<file path="src/rtl/uart_pkg.sv">
// Shared UART definitions: parity selector encodings and the receiver state enum.
package uart_pkg;

    localparam int PARITY_NONE = 0;
    localparam int PARITY_ODD  = 1;
    localparam int PARITY_EVEN = 2;

    typedef enum logic [2:0] {
        RX_IDLE,
        RX_START,
        RX_DATA,
        RX_PARITY,
        RX_STOP,
        RX_BRK_WAIT
    } rx_state_t;

endpackage

</file>
<file path="src/rtl/uart_baud_tick.sv">
// Free-running oversample tick generator: one-clock pulse every DIV clocks.
module uart_baud_tick #(
    parameter int DIV = 651
) (
    input  logic clk,
    input  logic rst,
    output logic tick
);

    localparam int CW = (DIV > 2) ? $clog2(DIV) : 1;
    localparam logic [CW-1:0] RELOAD = CW'(DIV - 1);

    logic [CW-1:0] cnt;

    // Down-counter with terminal-count reload; tick is registered.
    always_ff @(posedge clk) begin
        if (rst) begin
            cnt  <= RELOAD;
            tick <= 1'b0;
        end else if (cnt == '0) begin
            cnt  <= RELOAD;
            tick <= 1'b1;
        end else begin
            cnt  <= cnt - 1'b1;
            tick <= 1'b0;
        end
    end

endmodule

</file>
<file path="src/rtl/uart_rx_param.sv">
// Parametrised UART receiver with 3-sample majority vote, false-start
// rejection, break handling and a valid/ready output register.
//
// state       | meaning
// RX_IDLE     | line idle, waiting for a low sample
// RX_START    | qualifying the start bit by majority vote
// RX_DATA     | shifting in DATA_BITS data bits, LSB first
// RX_PARITY   | sampling and checking the parity bit
// RX_STOP     | sampling stop bit(s); commit at the last stop vote
// RX_BRK_WAIT | line still low after a frame, wait for it to return high
module uart_rx_param
    import uart_pkg::*;
#(
    parameter int CLK_HZ     = 100_000_000,
    parameter int BAUD       = 9600,
    parameter int OVERSAMPLE = 16,
    parameter int DATA_BITS  = 8,
    parameter int PARITY     = 0,
    parameter int STOP_BITS  = 1
) (
    input  logic                 clk,
    input  logic                 rst,
    input  logic                 rxd,
    input  logic                 rdy_rx,
    output logic [DATA_BITS-1:0] d_rx,
    output logic                 vld_rx,
    output logic                 frame_err,
    output logic                 par_err,
    output logic                 ovr_err,
    output logic                 busy
);

    localparam int DIV = (CLK_HZ + BAUD * OVERSAMPLE / 2) / (BAUD * OVERSAMPLE);
    localparam int M   = OVERSAMPLE / 2;
    localparam int SW  = $clog2(OVERSAMPLE);
    localparam int BW  = $clog2(DATA_BITS);

    localparam logic [SW-1:0] S_V0  = SW'(M - 1);
    localparam logic [SW-1:0] S_V1  = SW'(M);
    localparam logic [SW-1:0] S_V2  = SW'(M + 1);
    localparam logic [SW-1:0] S_END = SW'(OVERSAMPLE - 1);
    localparam logic [BW-1:0] BIT_LOAD  = BW'(DATA_BITS - 1);
    localparam logic          STOP_LOAD = 1'(STOP_BITS - 1);

    if (DIV < 2) begin : g_div_check
        $error("uart_rx_param: baud divider DIV=%0d must be >= 2", DIV);
    end

    logic                 tick;
    logic                 sync1;
    logic                 rxs;
    logic                 v0;
    logic                 v1;
    logic                 maj;
    rx_state_t            state;
    logic [SW-1:0]        scnt;
    logic [BW-1:0]        bit_left;
    logic                 stop_left;
    logic [DATA_BITS-1:0] shreg;
    logic                 par_acc;
    logic                 par_bad;
    logic                 ferr_pend;
    logic                 commit;

    uart_baud_tick #(.DIV(DIV)) u_tick (
        .clk  (clk),
        .rst  (rst),
        .tick (tick)
    );

    // Two-flop synchroniser for the asynchronous line, idles high.
    always_ff @(posedge clk) begin
        if (rst) begin
            sync1 <= 1'b1;
            rxs   <= 1'b1;
        end else begin
            sync1 <= rxd;
            rxs   <= sync1;
        end
    end

    // Third vote is the live sample at M+1, so the decision needs no extra cycle.
    assign maj = (v0 & v1) | (v0 & rxs) | (v1 & rxs);

    // Receive FSM, advanced on oversample ticks; commit is a one-clock strobe.
    always_ff @(posedge clk) begin
        if (rst) begin
            state     <= RX_IDLE;
            scnt      <= '0;
            v0        <= 1'b1;
            v1        <= 1'b1;
            bit_left  <= '0;
            stop_left <= 1'b0;
            shreg     <= '0;
            par_acc   <= 1'b0;
            par_bad   <= 1'b0;
            ferr_pend <= 1'b0;
            busy      <= 1'b0;
            commit    <= 1'b0;
        end else begin
            commit <= 1'b0;
            if (tick) begin
                if (state != RX_IDLE && state != RX_BRK_WAIT) begin
                    scnt <= (scnt == S_END) ? '0 : scnt + 1'b1;
                    if (scnt == S_V0) v0 <= rxs;
                    if (scnt == S_V1) v1 <= rxs;
                end
                case (state)
                    RX_IDLE: begin
                        if (!rxs) begin
                            scnt  <= '0;
                            state <= RX_START;
                        end
                    end
                    RX_START: begin
                        if (scnt == S_V2) begin
                            if (maj) begin
                                state <= RX_IDLE;
                            end else begin
                                busy      <= 1'b1;
                                par_acc   <= 1'b0;
                                par_bad   <= 1'b0;
                                ferr_pend <= 1'b0;
                            end
                        end
                        if (scnt == S_END) begin
                            state    <= RX_DATA;
                            bit_left <= BIT_LOAD;
                        end
                    end
                    RX_DATA: begin
                        if (scnt == S_V2) begin
                            shreg   <= {maj, shreg[DATA_BITS-1:1]};
                            par_acc <= par_acc ^ maj;
                        end
                        if (scnt == S_END) begin
                            if (bit_left == '0) begin
                                state     <= (PARITY != PARITY_NONE) ? RX_PARITY : RX_STOP;
                                stop_left <= STOP_LOAD;
                            end else begin
                                bit_left <= bit_left - 1'b1;
                            end
                        end
                    end
                    RX_PARITY: begin
                        if (scnt == S_V2) begin
                            // Even: parity bit equals XOR of data; odd: its inverse.
                            par_bad <= (PARITY == PARITY_EVEN) ? (maj != par_acc) : (maj == par_acc);
                        end
                        if (scnt == S_END) state <= RX_STOP;
                    end
                    RX_STOP: begin
                        if (scnt == S_V2) begin
                            ferr_pend <= ferr_pend | ~maj;
                            if (stop_left == 1'b0) begin
                                commit <= 1'b1;
                                busy   <= 1'b0;
                                state  <= rxs ? RX_IDLE : RX_BRK_WAIT;
                            end
                        end
                        if (scnt == S_END) stop_left <= 1'b0;
                    end
                    RX_BRK_WAIT: begin
                        if (rxs) state <= RX_IDLE;
                    end
                    default: state <= RX_IDLE;
                endcase
            end
        end
    end

    // Output register: load on commit unless the previous word is still held.
    always_ff @(posedge clk) begin
        if (rst) begin
            d_rx      <= '0;
            vld_rx    <= 1'b0;
            frame_err <= 1'b0;
            par_err   <= 1'b0;
            ovr_err   <= 1'b0;
        end else begin
            ovr_err <= 1'b0;
            if (commit) begin
                if (!vld_rx || rdy_rx) begin
                    d_rx      <= shreg;
                    frame_err <= ferr_pend;
                    par_err   <= par_bad;
                    vld_rx    <= 1'b1;
                end else begin
                    ovr_err <= 1'b1;
                end
            end else if (vld_rx && rdy_rx) begin
                vld_rx <= 1'b0;
            end
        end
    end

endmodule
</file>
<file path="config.mk">
export PLATFORM = sky130hd
export DESIGN_NAME = uart_rx_param
export DESIGN_NICKNAME = d
export VERILOG_FILES = /design/src/rtl/uart_pkg.sv /design/src/rtl/uart_baud_tick.sv /design/src/rtl/uart_rx_param.sv
export SDC_FILE = /design/constraint.sdc
export NUM_CORES = 1
export LEC_CHECK = 0
export BUFFER_PORTS_ARGS = -buffer_cell sky130_fd_sc_hd__buf_2
export CAP_MARGIN = 20
export CORE_MARGIN = 5
export CORE_UTILIZATION = 24
export DETAILED_ROUTE_END_ITERATION = 8
export GPL_TIMING_DRIVEN = 0
export SLEW_MARGIN = 20
export SYNTH_ARGS = -nofsm -noshare
export SYNTH_HDL_FRONTEND = slang
export SYNTH_SLANG_ARGS = --single-unit
</file>
<file path="constraint.sdc">
create_clock -name clk -period 2.24 [get_ports clk]
set_input_delay 0.448 -clock clk [delete_from_list [all_inputs] [get_ports clk]]
set_output_delay 0.448 -clock clk [all_outputs]
set_load 0.01 [all_outputs]
</file>
==> impl_metrics.ini, run 1 <==
[outcome]
status = complete, no violations

[layout]
final_nets = 285
area_delta_synth_final_pct = 15.0
drive_gt1_share_pct = 16.7
n_antenna_cell = 0

[clock_tree]
clkTransAtPathRegs_ns = 0.09
post_cts_resized = 0
cts_buffer_depth = 2
holdBufCountCts = 0
post_cts.repair.setup_buffers = 0
htreeDepth = 2
cts.sinks = 50
root_buffer = clkbuf_8
clk_latency_ns = 0.30
cts_tree = done
numCtsBuffers = 5

[power]
power.switching_mw = 0.349
power_density_mw_per_mm2 = 597
pwr-share-clk_pct = 37.3
combinationalPowerShare_pct = 4.0
static-leakage-power_nw = 1.02
p_int_mw = 1.21
ir_drop_v = 0.000225
p_seq_share_pct = 58.7
power.share.switching_pct = 22.3

[floorplan]
die_y_um = 107
num_rows = 35
die_x_um = 107
fp.coreArea_mm2 = 0.00924
fp.dieArea_mm2 = 0.0115
io_pins = 17
initial_core_util_pct = 24.6

[timing]
worst_slack_ns = 0.419
fin_setup_tns_ns = 0
timing.final.max_slew_violations = 0
min_period_ns = 1.82
finalClockSkew_ns = 0.00519
relSlewSlack_pct = 52.3
worst_pin_slew_ns = 0.706
setup_viol = 0
hold_viol = 0
rsz0062_at_grt = no
min_period_over_period_pct = 81.3
max_freq_mhz = 549

[detailed_routing]
drcViolationCount = 0
vias_per_cell = 4.18
wl_per_cell_um = 10.6
drt_iter0_drc = 80
ant_nets = 0
vias = 1687
first_pass_iters = 4
wl_um = 4280

[synthesis]
synth_compound_area_share_pct = 12.3
synthCells = 252
yosys.area_share.simple_pct = 22.7
yosys-mux-area-fraction_pct = 5.72
synth_area_leaders = dfxtp_1 44%, nor2_1 6.1%, mux2i_1 5.7%
ys_seq_elements = 50
synth_top_area_share_pct = 44.0
synthXorXnorAreaFrac_pct = 3.85
synth_nets = 263
synth_cell_types = 52
syn_area_per_cell_um2 = 9.03
synth_top_area_cell = dfxtp_1
synth_top_family_by_area = simple AND/OR/NAND/NOR gates
synthAdderAreaFrac_pct = 4.46
synth_warnings = 0
synth_area_mm2 = 0.00227
ys_seq_area_share_pct = 44.0

[critical_path]
reg2reg_to = state[2]
arrival_ns = 2.03
end_kind = flip-flop
r2r-start = scnt[0]
cp.required_ns = 2.45
r2r.worst_path.cells = 6
r2r_setup_slack_ns = 0.42
crit_fanout = 6
crit_type = flip-flop to flip-flop
start_kind = flip-flop

[global_route]
antenna_found_initial = 0
gr-usage-all-layers_pct = 7.45
grt_pass1_vias = 1515
grt_max_degree = 16
overflow = 0
grt_pass1_wl_um = 7110

[min_path]
hold_end = sync1
hp-start = rxd
holdPathStages = 2
hp-class = input pin to flip-flop

[placement]
port_buffers = 15
dp_slack_ns = 0.449
hpwl_um = 3080
place.gp.congestion = 0.783

[run]
drv_cap = 0
per-stage QoR:
stage	power [mW]	instances	util (%)	hold slack [ns]	instance area, um^2
2_1_floorplan	0.982	252	-	0.389	2270
3_3_place_gp	0.999	396	27.2	0.406	2510
3_5_place_dp	1.00	396	27.2	0.411	2510
4_1_cts	1.59	404	28.3	0.319	2620
5_1_grt	1.64	404	28.3	0.333	2620
6_report	1.56	404	28.3	0.333	2620
worst max path at each step:
stage                   from  slack, ns             to  depth (start not counted)
2_1_floorplan        scnt[0]       0.62       state[0]                          6
3_3_place_gp         scnt[0]       0.48       state[0]                          6
3_5_place_dp         scnt[0]       0.45       state[2]                          6
4_1_cts              scnt[0]       0.43       state[2]                          6
5_1_grt        u_tick.cnt[4]       0.27  u_tick.cnt[4]                          6
6_report             scnt[0]       0.42       state[2]                          6
worst max-delay path: stages (launching register included):
cell and delay (ns):
dfxtp_1 0.43, ha_1 0.26, nor4bb_1 0.30, nor4b_1 0.10, a311oi_2 0.29, a21oi_1 0.11, a311oi_1 0.24
state kept, by name (all words and copies together), names as in the netlist, 3 cells and up:
name	flops
state	3
scnt	4
u_tick.cnt	10
bit_left	3
d_rx	8
shreg	8
power groups by stage:
stage | logic, mW | registers, mW | clock network (mW)
2_1_floorplan | 0.0474 | 0.935 | 0
3_3_place_gp | 0.0625 | 0.937 | 0
3_5_place_dp | 0.0638 | 0.937 | 0
4_1_cts | 0.0641 | 0.917 | 0.610
5_1_grt | 0.0718 | 0.920 | 0.645
6_report | 0.0626 | 0.917 | 0.583
routing by layer:
layer | up-vias | global-route usage (%) | part of all wire, %
met1 | 765 | 10.3 | 52
met2 | 20 | 11.3 | 43
met3 | 5 | 2.16 | 3.8
met5 | - | 0 | 0
met4 | 0 | 2.16 | 0.82
li1 | 897 | - | -
synthesized netlist by cell type, drive strengths merged:
master / n
and2b: 2
maj3: 1
ha: 7
buf: 4
o31ai: 2
a2bb2oi: 1
nand3: 4
and4: 2
xnor2: 7
a31oi: 1
or2: 3
o311ai: 1
mux2i: 13
nand2b: 6
nand2: 26
inv: 14
nand4b: 1
and2: 1
o21a: 2
o21ai: 6
xor2: 3
nor2: 37
nor3: 7
dfxtp: 50
nor4bb: 1
a211oi: 2
clkbuf: 9
a21o: 1
nor4: 4
nor3b: 3
o41ai: 1
and3: 2
a21boi: 1
nor2b: 1
or3: 1
a311oi: 4
a21oi: 18
a32oi: 1
or4: 1
nor4b: 1
placed cells by master, fill, tap and decap left out, drive strengths merged, types with 3 or more instances in the layout:
master	synthesis	layout
dfxtp	50	50
nor2	37	37
nand2	26	26
buf	4	19
a21oi	18	18
clkbuf	9	16
inv	14	14
mux2i	13	13
xnor2	7	7
ha	7	7
nor3	7	7
nand2b	6	6
o21ai	6	6
nand3	4	4
nor4	4	4
a311oi	4	4
xor2	3	3
or2	3	3
nor3b	3	3
kinds of logic after synthesis:
| logic type | after synthesis |
|---|---|
| DFF | 50 |
| and+or+nand+nor | 103 |
| buffers and inverters | 27 |
| muxes | 13 |
| xor gates and xnor gates | 10 |
| AOI/OAI and AO/OA | 41 |
| adders and majority gates | 8 |
final cells by class:
cell class                 instances  area [um^2]
timing repair buffer              15         75.1
sequential                        50         1000
clock inverter                     1         8.76
inverter                          14         52.6
multi-input combinational        175         1110
tap                              129          161
clock buffer                       7         96.3
buffer                            13          108
fill                             975         6620
Power figures use the tool's default switching activity.
==> run 2: changes to the inputs <==
==> constraint.sdc (replaced) <==
create_clock -name clk -period 1.46 [get_ports clk]
set_input_delay 0.292 -clock clk [delete_from_list [all_inputs] [get_ports clk]]
set_output_delay 0.292 -clock clk [all_outputs]
set_load 0.01 [all_outputs]
==> run 2 against run 1 <==
Net effect:
- the run now ends with negative setup slack left
- hold slack worse by 0.16 ns
- clock skew increased by 0.0036 ns
- non-clock buffer count grew 20
- count of clock-buffer cells in the layout fell by 1
- critical endpoint is now state[0]
- largest cell class unchanged
==> impl_metrics.ini, run 2 (same netlist as run 1, synthesis figures left out) <==
[timing]
fin_setup_tns_ns = -2.16
finalClockSkew_ns = 0.00880
min_period_over_period_pct = 114
whs_ns = 0.178
worst_slack_ns = -0.198
relSlewSlack_pct = 61.0
min_period_ns = 1.66
rsz0062_at_grt = yes
timing.final.max_slew_violations = 0
max_freq_mhz = 603
setup_viol = 23
hold_viol = 0
worst_pin_slew_ns = 0.585

[min_path]
hold_end = sync1
hp-class = input pin to flip-flop
hp-start = rxd
holdPathStages = 2

[critical_path]
worst-path-buf-inv = 0
cp.required_ns = 1.66
crit_path_cell_trace = maj3_4 -> nor4_4 -> a311oi_2 -> and4_4 -> o21a_1
crit_family = simple AND/OR/NAND/NOR gates
start_kind = flip-flop
reg2reg_to = state[0]
r2r.worst_path.cells = 5
arrival_ns = 1.86
crit_fanout = 7
crit_type = flip-flop to flip-flop
end_kind = flip-flop
r2r_setup_slack_ns = -0.20
r2r-start = rxs
slowest_stage = maj3_4
critPathMaxStageDelay_ns = 0.41

[layout]
layout_common_cells = 36 x dfxtp_1, 30 x nor2_1, 19 x buf_4, 19 x nand2_1, 16 x buf_2
multi_input_area_mm2 = 0.00139
top_register = u_tick.cnt
final_common_cell = dfxtp_1
drive_gt1_share_pct = 41.5
n_antenna_cell = 0
fillers = 929
area_delta_synth_final_pct = 36.5
fin_util_pct = 33.6
largestRegisters = u_tick.cnt (10), d_rx (8), shreg (8)
regArea_mm2 = 0.00103
final_nets = 305
largest_reg_flops = 10

[detailed_routing]
first_pass_iters = 4
wl_per_cell_um = 11.8
drt_iter0_drc = 44
wl_um = 4980
ant_nets = 0
vias_per_cell = 4.42
vias = 1870
drcViolationCount = 0

[clock_tree]
root_buffer = clkbuf_8
cts.sinks = 50
numCtsBuffers = 5
clk_latency_ns = 0.30
htreeDepth = 2
holdBufCountCts = 0
cts_tree = done
clkTransAtPathRegs_ns = 0.08
cts_buffer_depth = 2

[power]
power.share.switching_pct = 23.6
combinationalPowerShare_pct = 5.3
ir_drop_v = 0.000386
p_int_mw = 1.77
power.switching_mw = 0.547
static-leakage-power_nw = 1.17
fin_total_pwr_mw = 2.31
pwr-share-clk_pct = 33.7
p_seq_share_pct = 61.0
power_density_mw_per_mm2 = 745

[floorplan]
io_pins = 17
fp.coreArea_mm2 = 0.00924
initial_core_util_pct = 24.6
num_rows = 35
fp.dieArea_mm2 = 0.0115
die_x_um = 107
die_y_um = 107

[global_route]
antenna_found_initial = 0
gr-usage-all-layers_pct = 8.28
overflow = 0
grt_pass1_wl_um = 7870
grt_max_degree = 15
grt_pass1_vias = 1688

[run]
drv_cap = 0

[placement]
port_buffers = 15
hpwl_um = 3130
place.gp.congestion = 0.784
dp_slack_ns = -0.248

[outcome]
violations = negative setup slack
status = complete, but fails checks
-- run 2: metrics by stage --
step / area [um^2] / std cells
detailed placement: 2550 / 396
CTS: 2780 / 410
floorplan: 2310 / 252
global placement: 2550 / 396
finish: 3110 / 423
global route: 3110 / 423
-- run 2: cell type report --
class	instances	area share [%]
Buffer	11	3.55
Clock buffer	6	2.34
Clock inverter	1	0.242
Inverter	14	1.77
Multi-Input combinational cell	175	44.8
Sequential cell	50	33.3
Tap cell	129	5.20
Timing Repair Buffer	37	8.78
-- run 2: worst max path at each step --
stage / from / endpoint / slack [ns] / cells past startpoint
6_report: rxs / state[0] / -0.20 / 5
5_1_grt: bit_left[1] / state[2] / -0.31 / 8
4_1_cts: bit_left[1] / state[0] / -0.19 / 8
3_5_place_dp: scnt[0] / state[0] / -0.25 / 6
3_3_place_gp: scnt[0] / state[0] / -0.23 / 6
2_1_floorplan: scnt[1] / state[0] / -0.09 / 7
-- run 2: metal layers --
metal	GRT usage [%]	vias to the layer above	routed length [um]
met1	10.6	906	2280
li1	-	934	-
met4	2.80	0	73
met2	13.4	22	2480
met3	2.22	8	146
met5	0	-	0
-- run 2: timing repair --
| action | CTS | global route |
|---|---|---|
| cloned | 0 | 1 |
| endpoints found under the setup margin | 28 | 35 |
| pin swaps | 14 | 26 |
| buffers inserted | 7 | 14 |
| gates resized for setup | 26 | 60 |
-- run 2: power groups by stage --
stage	Sequential (mW)	Clock, mW	Combinational (mW)
floorplan	1.43	0	0.0731
global placement	1.44	0	0.0964
detailed placement	1.44	0	0.0985
CTS	1.41	0.816	0.104
global route	1.42	0.869	0.136
finish	1.41	0.779	0.123
==> run 3: changes to the inputs <==
==> constraint.sdc (replaced) <==
create_clock -name clk -period 1.64 [get_ports clk]
set_input_delay 0.328 -clock clk [delete_from_list [all_inputs] [get_ports clk]]
set_output_delay 0.328 -clock clk [all_outputs]
set_load 0.01 [all_outputs]
==> run 3 against run 2 <==
Net effect:
- the run still ends with negative setup slack left
- non-clock buffer count shrank 14
- via count shrank 7.0%
- maximum frequency shrank 0.98%
- sequential power shrank 11%
- utilization shrank 2.8 points
- cell count shrank 3.1%
- final area shrank 8.3%
- clock skew shrank 0.0046 ns
- critical path type unchanged
==> impl_metrics.ini, run 3 (same netlist as run 1, synthesis figures left out) <==
[timing]
timing.final.max_slew_violations = 0
min_period_ns = 1.67
max_freq_mhz = 597
worst_slack_ns = -0.0348
rsz0062_at_grt = yes
fin_setup_tns_ns = -0.0491
setup_viol = 2
finalClockSkew_ns = 0.00415
min_period_over_period_pct = 102
worst_pin_slew_ns = 0.487
relSlewSlack_pct = 67.5
whs_ns = 0.207
hold_viol = 0

[detailed_routing]
ant_nets = 0
vias = 1739
vias_per_cell = 4.24
wl_per_cell_um = 11.1
first_pass_iters = 4
wl_um = 4550
drcViolationCount = 0
drt_iter0_drc = 49

[layout]
largest_reg_flops = 10
fin_util_pct = 30.8
design_area_mm2 = 0.00285
drive_gt1_share_pct = 28.1
final_nets = 291
top_register = u_tick.cnt
finalNonFillerCells = 410
final_common_cell = dfxtp_1
layout_common_cells = 44 x dfxtp_1, 35 x nor2_1, 26 x nand2_1
n_antenna_cell = 0
area_delta_synth_final_pct = 25.2
largestRegisters = u_tick.cnt (10), d_rx (8), shreg (8)

[power]
power_density_mw_per_mm2 = 753
fin_total_pwr_mw = 2.15
static-leakage-power_nw = 1.08
ir_drop_v = 0.000308

[global_route]
gr-usage-all-layers_pct = 7.96
antenna_found_initial = 0
grt_pass1_vias = 1610
grt_pass1_wl_um = 7600
overflow = 0
grt_max_degree = 16

[placement]
place_inst = 396
placed_area_mm2 = 0.00251
place.gp.congestion = 0.783
port_buffers = 15
hpwl_um = 3080
dp_slack_ns = -0.151

[critical_path]
r2r.worst_path.cells = 6
start_kind = flip-flop
startpoint = state[0]
reg2reg_to = v0
end_kind = flip-flop
r2r-start = state[0]
r2r_setup_slack_ns = -0.03
crit_type = flip-flop to flip-flop
cp.required_ns = 1.84
arrival_ns = 1.87
crit_fanout = 10

[min_path]
hold_end = sync1
holdPathStages = 2
hp-start = rxd
hp-class = input pin to flip-flop

[clock_tree]
numCtsBuffers = 5
clk_latency_ns = 0.30
htreeDepth = 2
cts.sinks = 50
holdBufCountCts = 0
cts_buffer_depth = 2
root_buffer = clkbuf_8
cts_tree = done
clkTransAtPathRegs_ns = 0.09

[floorplan]
initial_core_util_pct = 24.6
die_y_um = 107
io_pins = 17
fp.dieArea_mm2 = 0.0115
num_rows = 35
fp.coreArea_mm2 = 0.00924
die_x_um = 107

[outcome]
violations = negative setup slack
status = complete, but fails checks

[run]
drv_cap = 0
-- run 3: layer usage --
| metal | track usage, % | vias to the layer above | share of wire, % |
|---|---|---|---|
| li1 | - | 910 | - |
| met1 | 10.7 | 803 | 50 |
| met2 | 12.5 | 19 | 46 |
| met3 | 2.16 | 7 | 3.2 |
| met4 | 2.34 | 0 | 0.92 |
| met5 | 0 | - | 0 |
-- run 3: layout make-up --
class	instances	area, um^2
clock buffers	7	96.3
fillers	957	6390
well taps	129	161
flip-flops and latches	50	1010
inverters	14	55.1
plain buffers	13	118
repair buffers	21	120
clock inverters	1	8.76
multi-input cells	175	1280
-- run 3: how the worst max path moves through the flow --
stage               endpoint  slack [ns]  depth (start not counted)
floorplan           state[0]        0.02                          6
global placement    state[0]       -0.12                          6
detailed placement  state[2]       -0.15                          6
CTS                 state[0]       0.002                          5
global route        state[1]       -0.09                          8
finish                    v0       -0.03                          6
-- run 3: worst max-delay path: stages (launching register included) --
cell and delay, ns:
dfxtp_1 0.39, clkbuf_8 0.20, xor2_1 0.21, o21ai_2 0.16, or3_1 0.40, nor3_1 0.14
a21oi_1 0.06
-- run 3: where the power goes --
part	total, mW	switching (mW)	internal (mW)
Combinational	0.0886	0.0492	0.0395
Sequential	1.25	0.0221	1.23
Clock	0.806	0.418	0.387
Total	2.15	0.490	1.66
-- run 3: what timing repair did --
item | 4_1_cts | 5_1_grt
pin swaps | 10 | 6
resized for setup | 30 | 18
setup buffers | 3 | 3
setup endpoints to repair | 21 | 25
